File: config.mk
export PLATFORM = sky130hd
export DESIGN_NAME = linescanner_stream_packer
export DESIGN_NICKNAME = d
export VERILOG_FILES = /design/src/rtl/linescanner_stream_pkg.sv /design/src/rtl/linescanner_stream_fifo.sv /design/src/rtl/linescanner_stream_packer.sv
export SDC_FILE = /design/constraint.sdc
export NUM_CORES = 1
export LEC_CHECK = 0
export CORE_UTILIZATION = 50
export DETAILED_ROUTE_END_ITERATION = 7
export PLACE_DENSITY = 0.69
export SLEW_MARGIN = 15
export SYNTH_ARGS = -nofsm -noshare
export SYNTH_HDL_FRONTEND = slang
export SYNTH_SLANG_ARGS = --single-unit
File: constraint.sdc
create_clock -name m00_axis_aclk -period 6.3 [get_ports m00_axis_aclk]
set_clock_uncertainty 0.2 [all_clocks]
set_input_delay 1.575 -clock m00_axis_aclk [delete_from_list [all_inputs] [get_ports m00_axis_aclk]]
set_output_delay 1.575 -clock m00_axis_aclk [all_outputs]
set_load 0.01 [all_outputs]
File: src/rtl/linescanner_stream_pkg.sv
// Shared types and sizing helpers for the line-scanner stream packer and its FIFO.
package linescanner_stream_pkg;

    typedef enum logic [1:0] {
        S_IDLE = 2'd0,
        S_PACK = 2'd1,
        S_DROP = 2'd2,
        S_MARK = 2'd3
    } state_t;

    localparam int DEF_PIXEL_WIDTH   = 8;
    localparam int DEF_AXI_BUS_WIDTH = 32;
    localparam int DEF_LINE_LENGTH   = 1024;
    localparam int DEF_FIFO_DEPTH    = 16;
    localparam int STRB_W            = DEF_AXI_BUS_WIDTH / 8;
    localparam int CNT_W             = $clog2(DEF_LINE_LENGTH);

    function automatic int calc_ppw(input int bus_w, input int pix_w);
        return bus_w / pix_w;
    endfunction

    function automatic int calc_strb_w(input int bus_w);
        return bus_w / 8;
    endfunction

    // Width of an index into n items, never below one bit
    function automatic int calc_idx_w(input int n);
        return (n > 1) ? $clog2(n) : 1;
    endfunction

    function automatic int calc_cnt_w(input int line_len);
        return calc_idx_w(line_len);
    endfunction

endpackage

File: src/rtl/linescanner_stream_fifo.sv
// First-word-fall-through FIFO: a pushed word is visible the cycle after the push edge.
// A push into a full FIFO is accepted only when a pop happens on the same edge.
module linescanner_stream_fifo
    import linescanner_stream_pkg::*;
#(
    parameter int WIDTH = 8,
    parameter int DEPTH = 16
) (
    input  logic             clk,
    input  logic             rst,
    input  logic             push,
    input  logic [WIDTH-1:0] push_data,
    input  logic             pop,
    output logic [WIDTH-1:0] pop_data,
    output logic             full,
    output logic             empty
);

    localparam int AW = calc_idx_w(DEPTH);

    logic [WIDTH-1:0] mem [DEPTH];
    logic [AW:0]      wr_ptr;
    logic [AW:0]      rd_ptr;
    logic             do_push;
    logic             do_pop;

    assign empty   = (wr_ptr == rd_ptr);
    assign full    = (wr_ptr[AW] != rd_ptr[AW]) && (wr_ptr[AW-1:0] == rd_ptr[AW-1:0]);
    assign do_pop  = pop && !empty;
    assign do_push = push && (!full || do_pop);

    // Head is forced to zero while empty so the stream outputs idle at 0
    assign pop_data = empty ? '0 : mem[rd_ptr[AW-1:0]];

    always_ff @(posedge clk) begin
        if (do_push) begin
            mem[wr_ptr[AW-1:0]] <= push_data;
        end
    end

    always_ff @(posedge clk) begin
        if (rst) begin
            wr_ptr <= '0;
            rd_ptr <= '0;
        end else begin
            if (do_push) begin
                wr_ptr <= wr_ptr + (AW+1)'(1);
            end
            if (do_pop) begin
                rd_ptr <= rd_ptr + (AW+1)'(1);
            end
        end
    end

endmodule

File: src/rtl/linescanner_stream_packer.sv
// Packs strobed pixels LSB-first into AXI-Stream words through an FWFT FIFO; tvalid one cycle after the completing pixel.
// FIFO full without pop drops the rest of the line and ends it with a marker word. LINESCANNER_STREAM_TUSER_SOL_EN adds tuser.
module linescanner_stream_packer
    import linescanner_stream_pkg::*;
#(
    parameter int PIXEL_WIDTH   = DEF_PIXEL_WIDTH,
    parameter int AXI_BUS_WIDTH = DEF_AXI_BUS_WIDTH,
    parameter int LINE_LENGTH   = DEF_LINE_LENGTH,
    parameter int FIFO_DEPTH    = DEF_FIFO_DEPTH
) (
    input  logic                       m00_axis_aclk,
    input  logic                       m00_axis_areset,
    input  logic                       enable,
    input  logic [PIXEL_WIDTH-1:0]     input_data,
    input  logic                       pixel_captured,
    output logic                       m00_axis_tvalid,
    input  logic                       m00_axis_tready,
    output logic [AXI_BUS_WIDTH-1:0]   m00_axis_tdata,
    output logic [AXI_BUS_WIDTH/8-1:0] m00_axis_tstrb,
    output logic                       m00_axis_tlast,
`ifdef LINESCANNER_STREAM_TUSER_SOL_EN
    output logic                       m00_axis_tuser,
`endif
    output logic                       overflow,
    output logic [15:0]                overflow_count
);

    localparam int PPW = calc_ppw(AXI_BUS_WIDTH, PIXEL_WIDTH);
    localparam int SW  = calc_strb_w(AXI_BUS_WIDTH);
    localparam int CW  = calc_cnt_w(LINE_LENGTH);
    localparam int KW  = calc_idx_w(PPW);
`ifdef LINESCANNER_STREAM_TUSER_SOL_EN
    localparam int FW  = AXI_BUS_WIDTH + SW + 2;
`else
    localparam int FW  = AXI_BUS_WIDTH + SW + 1;
`endif
    localparam logic [CW-1:0] CNT_LAST  = CW'(LINE_LENGTH - 1);
    localparam logic [KW-1:0] SLOT_LAST = KW'(PPW - 1);

    state_t                   state;
    logic [CW-1:0]            pix_cnt;
    logic [CW-1:0]            cnt_next;
    logic [KW-1:0]            slot;
    logic [AXI_BUS_WIDTH-1:0] word_buf;
    logic [AXI_BUS_WIDTH-1:0] word_next;
    logic                     sol;

    logic                     accept;
    logic                     line_end;
    logic                     packing;
    logic                     word_done;
    logic                     pop;
    logic                     push_ok;
    logic                     push_req;
    logic                     fifo_full;
    logic                     fifo_empty;
    logic [AXI_BUS_WIDTH-1:0] push_tdata;
    logic [SW-1:0]            push_tstrb;
    logic [SW-1:0]            end_strb;
    logic                     push_tlast;
    logic [FW-1:0]            fifo_in;
    logic [FW-1:0]            fifo_out;

    assign accept    = enable && pixel_captured;
    assign line_end  = (pix_cnt == CNT_LAST);
    assign cnt_next  = !accept ? pix_cnt : (line_end ? '0 : pix_cnt + CW'(1));
    // S_IDLE behaves as S_PACK on the first enabled edge so a strobe there is not lost
    assign packing   = (state == S_IDLE) || (state == S_PACK);
    assign word_done = accept && packing && (line_end || slot == SLOT_LAST);
    assign pop       = m00_axis_tvalid && m00_axis_tready;
    assign push_ok   = !fifo_full || pop;

    always_comb begin
        word_next = word_buf;
        word_next[int'(slot)*PIXEL_WIDTH +: PIXEL_WIDTH] = input_data;
    end

    always_comb begin
        end_strb = '0;
        for (int b = 0; b < SW; b++) begin
            end_strb[b] = (b * 8 < (int'(slot) + 1) * PIXEL_WIDTH);
        end
    end

    always_comb begin
        push_req   = 1'b0;
        push_tdata = word_next;
        push_tstrb = line_end ? end_strb : '1;
        push_tlast = line_end;
        if (enable && state == S_MARK) begin
            push_req   = 1'b1;
            push_tdata = '0;
            push_tstrb = '0;
            push_tlast = 1'b1;
        end else if (word_done) begin
            push_req   = 1'b1;
        end
    end

`ifdef LINESCANNER_STREAM_TUSER_SOL_EN
    logic push_tuser;
    assign push_tuser = sol && (state != S_MARK);
    assign fifo_in    = {push_tuser, push_tlast, push_tstrb, push_tdata};
    assign {m00_axis_tuser, m00_axis_tlast, m00_axis_tstrb, m00_axis_tdata} = fifo_out;
`else
    assign fifo_in    = {push_tlast, push_tstrb, push_tdata};
    assign {m00_axis_tlast, m00_axis_tstrb, m00_axis_tdata} = fifo_out;
`endif

    assign m00_axis_tvalid = !fifo_empty;

    linescanner_stream_fifo #(
        .WIDTH (FW),
        .DEPTH (FIFO_DEPTH)
    ) u_fifo (
        .clk       (m00_axis_aclk),
        .rst       (m00_axis_areset),
        .push      (push_req && push_ok),
        .push_data (fifo_in),
        .pop       (pop),
        .pop_data  (fifo_out),
        .full      (fifo_full),
        .empty     (fifo_empty)
    );

    always_ff @(posedge m00_axis_aclk) begin
        if (m00_axis_areset) begin
            state          <= S_IDLE;
            pix_cnt        <= '0;
            slot           <= '0;
            word_buf       <= '0;
            sol            <= 1'b1;
            overflow       <= 1'b0;
            overflow_count <= '0;
        end else if (!enable) begin
            // Aborted line: partial word and position are forgotten, queued words still drain
            state    <= S_IDLE;
            pix_cnt  <= '0;
            slot     <= '0;
            word_buf <= '0;
            sol      <= 1'b1;
        end else begin
            pix_cnt <= cnt_next;
            case (state)
                S_IDLE, S_PACK: begin
                    state <= S_PACK;
                    if (word_done) begin
                        slot     <= '0;
                        word_buf <= '0;
                        sol      <= line_end;
                        if (!push_ok) begin
                            overflow <= 1'b1;
                            if (overflow_count != 16'hFFFF) begin
                                overflow_count <= overflow_count + 16'd1;
                            end
                            state <= line_end ? S_MARK : S_DROP;
                        end
                    end else if (accept) begin
                        slot     <= slot + KW'(1);
                        word_buf <= word_next;
                    end
                end
                S_DROP: begin
                    if (accept && line_end) begin
                        state <= S_MARK;
                        sol   <= 1'b1;
                    end
                end
                S_MARK: begin
                    if (push_ok) begin
                        state <= (cnt_next == '0) ? S_PACK : S_DROP;
                    end
                end
                default: state <= S_IDLE;
            endcase
        end
    end

endmodule
==> run_summary.xml <==
<?xml version="1.0" encoding="UTF-8"?>
<metrics>
  <group name="cells_and_area">
    <metric name="area.growth.synth_to_final" unit="%">14.7</metric>
    <metric name="diodes" unit="">0</metric>
    <metric name="design.final.nets" unit="">1476</metric>
    <metric name="layout-drive-gt1-share" unit="">0.242</metric>
    <metric name="stdcell_count" unit="">2190</metric>
  </group>
  <group name="power">
    <metric name="totalPowerFinal" unit="mW">8.84</metric>
    <metric name="comb_power_share" unit="">0.009</metric>
    <metric name="cellInternalPower" unit="mW">7.16</metric>
    <metric name="p_seq_frac" unit="">0.541</metric>
    <metric name="power.leakage" unit="nW">9.48</metric>
    <metric name="p_sw_frac" unit="">0.189</metric>
    <metric name="p_per_area" unit="mW/mm^2">289</metric>
    <metric name="switching_power" unit="mW">1.67</metric>
    <metric name="ir_worst_vdd" unit="uV">165</metric>
    <metric name="p_clk_frac" unit="">0.450</metric>
  </group>
  <group name="place">
    <metric name="place.gp.congestion" unit="">0.771</metric>
    <metric name="dpl.cell_count" unit="">2067</metric>
    <metric name="detailedPlacementHpwl" unit="mm">32.1</metric>
    <metric name="port_buffers" unit="">67</metric>
  </group>
  <group name="cts">
    <metric name="clkTransAtPathRegs" unit="ps">60</metric>
    <metric name="tritoncts" unit="">done</metric>
    <metric name="ctsHoldBuffers" unit="">0</metric>
    <metric name="cts_num_sinks" unit="">669</metric>
    <metric name="cts_repair_resize_count" unit="">0</metric>
    <metric name="buffer_cell_driving_the_clock_tree_root" unit="">sky130_fd_sc_hd__clkbuf_16</metric>
    <metric name="htree_num_levels" unit="">3</metric>
    <metric name="cts.path.max_buffers" unit="">3</metric>
    <metric name="cts_buffers" unit="">68</metric>
    <metric name="insertion_delay" unit="ps">590</metric>
    <metric name="post-cts-setup-buffers" unit="">0</metric>
  </group>
  <group name="timing">
    <metric name="grt_setup_unrepaired" unit="">false</metric>
    <metric name="final_worst_path_cycle_share" unit="">0.856</metric>
    <metric name="slew-limit-headroom" unit="">0.262</metric>
    <metric name="worst_pin_slew" unit="ps">1100</metric>
    <metric name="timing_hold_violations_final" unit="">0</metric>
    <metric name="final_period_minus_worst_setup_slack" unit="ps">5390</metric>
    <metric name="timing.setup.tns" unit="ps">0</metric>
    <metric name="clock.fmax" unit="MHz">185</metric>
    <metric name="timing.hold.ws" unit="ps">257</metric>
    <metric name="final_max_slew_viol_count" unit="">0</metric>
    <metric name="setup_viol" unit="">0</metric>
  </group>
  <group name="floorplanning">
    <metric name="design.portCount" unit="">68</metric>
    <metric name="floorplan.die_area" unit="mm^2">0.0541</metric>
    <metric name="core_area" unit="mm^2">0.0526</metric>
    <metric name="height_of_the_chip" unit="um">233</metric>
    <metric name="row_count" unit="">84</metric>
    <metric name="fp.dieW" unit="um">233</metric>
    <metric name="floorplan.initialDensity" unit="">0.506</metric>
  </group>
  <group name="routing">
    <metric name="drt-initial-drc-count" unit="">1337</metric>
    <metric name="drtAntennaViolNets" unit="">0</metric>
    <metric name="avgRoutedWirePerCell" unit="um">26.0</metric>
    <metric name="drc_errors" unit="">0</metric>
    <metric name="post_drt_via_cell_ratio" unit="">6.04</metric>
    <metric name="routed_wirelength" unit="mm">56.9</metric>
    <metric name="drt_pre_antenna_iters" unit="">6</metric>
    <metric name="num_vias" unit="">13200</metric>
  </group>
  <group name="critical_path">
    <metric name="cp_data_arrival_time" unit="ps">3620</metric>
    <metric name="critical_path.max_stage_delay" unit="ps">830</metric>
    <metric name="startpoint_type" unit="">flop</metric>
    <metric name="timing_worst_setup_path_type" unit="">reg2out</metric>
    <metric name="critical-path-top-cell-by-count" unit="">sky130_fd_sc_hd__mux4_2</metric>
    <metric name="crit_required" unit="ps">4530</metric>
    <metric name="critPathCaptureType" unit="">primary output</metric>
    <metric name="crit_path_cell_trace" unit="">buf_4 -&gt; mux4_2 -&gt; mux4_2 -&gt; and2_1 -&gt; clkdlybuf4s50_1</metric>
    <metric name="cp_max_fo" unit="">32</metric>
    <metric name="master_of_the_slowest_instance_on_the_critical_path" unit="">sky130_fd_sc_hd__dfxtp_4</metric>
  </group>
  <group name="global_route">
    <metric name="globalRouteTotalUtil" unit="">0.217</metric>
    <metric name="grt-ovfl-total" unit="">0</metric>
    <metric name="vias_in_the_first_global_route" unit="">13600</metric>
    <metric name="grt_pass1_wl" unit="mm">85.3</metric>
    <metric name="initial_antenna_violation_count" unit="">1</metric>
    <metric name="grt_max_degree" unit="">72</metric>
  </group>
  <group name="logic_synthesis">
    <metric name="avgSynthCellArea" unit="um^2">19.5</metric>
    <metric name="yosys.cell_count.top_type" unit="">sky130_fd_sc_hd__edfxtp_1</metric>
    <metric name="synth_enable_flop_cells" unit="">592</metric>
    <metric name="syn_nets" unit="">1389</metric>
    <metric name="synth_top_area_cell" unit="">sky130_fd_sc_hd__edfxtp_1</metric>
    <metric name="ys_warn_count" unit="">0</metric>
    <metric name="ys_top_cells_by_count" unit="">sky130_fd_sc_hd__edfxtp_1 (592), sky130_fd_sc_hd__mux4_2 (185), sky130_fd_sc_hd__nor2_1 (86)</metric>
    <metric name="post_synth_instance_area" unit="mm^2">0.0266</metric>
    <metric name="synth.ff_latch_count" unit="">669</metric>
    <metric name="post_synth_main_area_contributors" unit="">sky130_fd_sc_hd__edfxtp_1 (67%), sky130_fd_sc_hd__mux4_2 (16%), sky130_fd_sc_hd__dfxtp_1 (5.8%), sky130_fd_sc_hd__nor2_1 (1.2%), sky130_fd_sc_hd__a32o_1 (1.2%)</metric>
    <metric name="ys_seq_area_frac" unit="">0.726</metric>
    <metric name="synthDominantCellAreaShare" unit="">0.668</metric>
    <metric name="fraction_of_registers_with_async_set_reset" unit="">0</metric>
    <metric name="synthDistinctLibCells" unit="">62</metric>
    <metric name="ys_dominant_reg_cell" unit="">sky130_fd_sc_hd__edfxtp_1</metric>
    <metric name="synth_cells" unit="">1362</metric>
  </group>
  <group name="job">
    <metric name="cap_violations" unit="">0</metric>
  </group>
  <group name="status">
    <metric name="status" unit="">complete, no violations</metric>
  </group>
  <group name="worst_hold_path">
    <metric name="worst_hold_path_type" unit="">reg2reg</metric>
  </group>
</metrics>
metal layers:
metal / GRT usage / wire [um] / vias to the layer above
li1: - / - / 5688
met1: 0.307 / 23500 / 6962
met2: 0.354 / 28400 / 490
met3: 0.0319 / 3760 / 83
met4: 0.0643 / 1170 / 2
met5: 0 / 13 / -
kinds of logic after synthesis:
logic type / share of synthesized area
compound gates: 0.0281
xor+xnor: 0.0112
fa+ha+maj: 0.00658
buf+inv: 0.0158
flops: 0.726
mux: 0.158
simple gates: 0.0545
final cells by class:
| class | instances | area, um^2 |
|---|---|---|
| Inverter | 9 | 33.8 |
| Timing Repair Buffer | 105 | 1080 |
| Sequential cell | 669 | 19300 |
| Clock buffer | 87 | 1890 |
| Multi-Input combinational cell | 596 | 6990 |
| Tap cell | 688 | 861 |
| Clock inverter | 36 | 333 |
| Fill cell | 3821 | 22000 |
power groups by stage:
stage / clock network, mW / registers, mW / logic [mW]
2_1_floorplan: 0 / 4.88 / 0.0475
3_3_place_gp: 0 / 4.88 / 0.0770
3_5_place_dp: 0 / 4.88 / 0.0795
4_1_cts: 4.03 / 4.78 / 0.0795
5_1_grt: 4.20 / 4.78 / 0.0872
6_report: 3.97 / 4.78 / 0.0811
sequential cells by signal (all words and copies together) (netlist names), named ones only:
name            count
u_fifo.rd_ptr       5
pix_cnt            10
state               2
slot                2
overflow_count     16
u_fifo.wr_ptr       5
overflow            1
u_fifo.mem        592
word_buf           32
stage by stage:
stage / util / cell area (um^2) / worst slack, ps
floorplan: - / 26600 / 147
global placement: 0.538 / 28300 / 1210
detailed placement: 0.538 / 28300 / 1090
CTS: 0.580 / 30500 / 788
global route: 0.581 / 30500 / 697
finish: 0.581 / 30500 / 906
final timing paths:
check	start	end	slack (ps)	cells past startpoint
setup / recovery	flop	m00_axis_tdata[18]	910	5
hold / removal	word_buf[27]	word_buf[27]	260	1
setup reg to reg	slot[0]	u_fifo.mem[6][31]	2530	5
hold reg to reg	word_buf[27]	word_buf[27]	260	1
worst max-delay path, delay by kind of cell (launching register included):
family	cells	cell delay [ps]
multiplexers	2	1040
AND/OR/NAND/NOR	1	170
buffers and inverters	2	940
flip-flops	1	830
cells in the final DEF, fill, tap and decap left out, types with 28 or more instances in the layout:
cell type / n
sky130_fd_sc_hd__buf_4: 28
sky130_fd_sc_hd__edfxtp_1: 592
sky130_fd_sc_hd__a32o_1: 32
sky130_fd_sc_hd__dfxtp_1: 73
sky130_fd_sc_hd__and2_1: 44
sky130_fd_sc_hd__mux4_2: 185
sky130_fd_sc_hd__clkdlybuf4s50_1: 67
sky130_fd_sc_hd__clkbuf_16: 71
sky130_fd_sc_hd__nor2b_1: 34
sky130_fd_sc_hd__a21oi_1: 43
sky130_fd_sc_hd__nor2_1: 72
(Power assumes the default switching activity.)
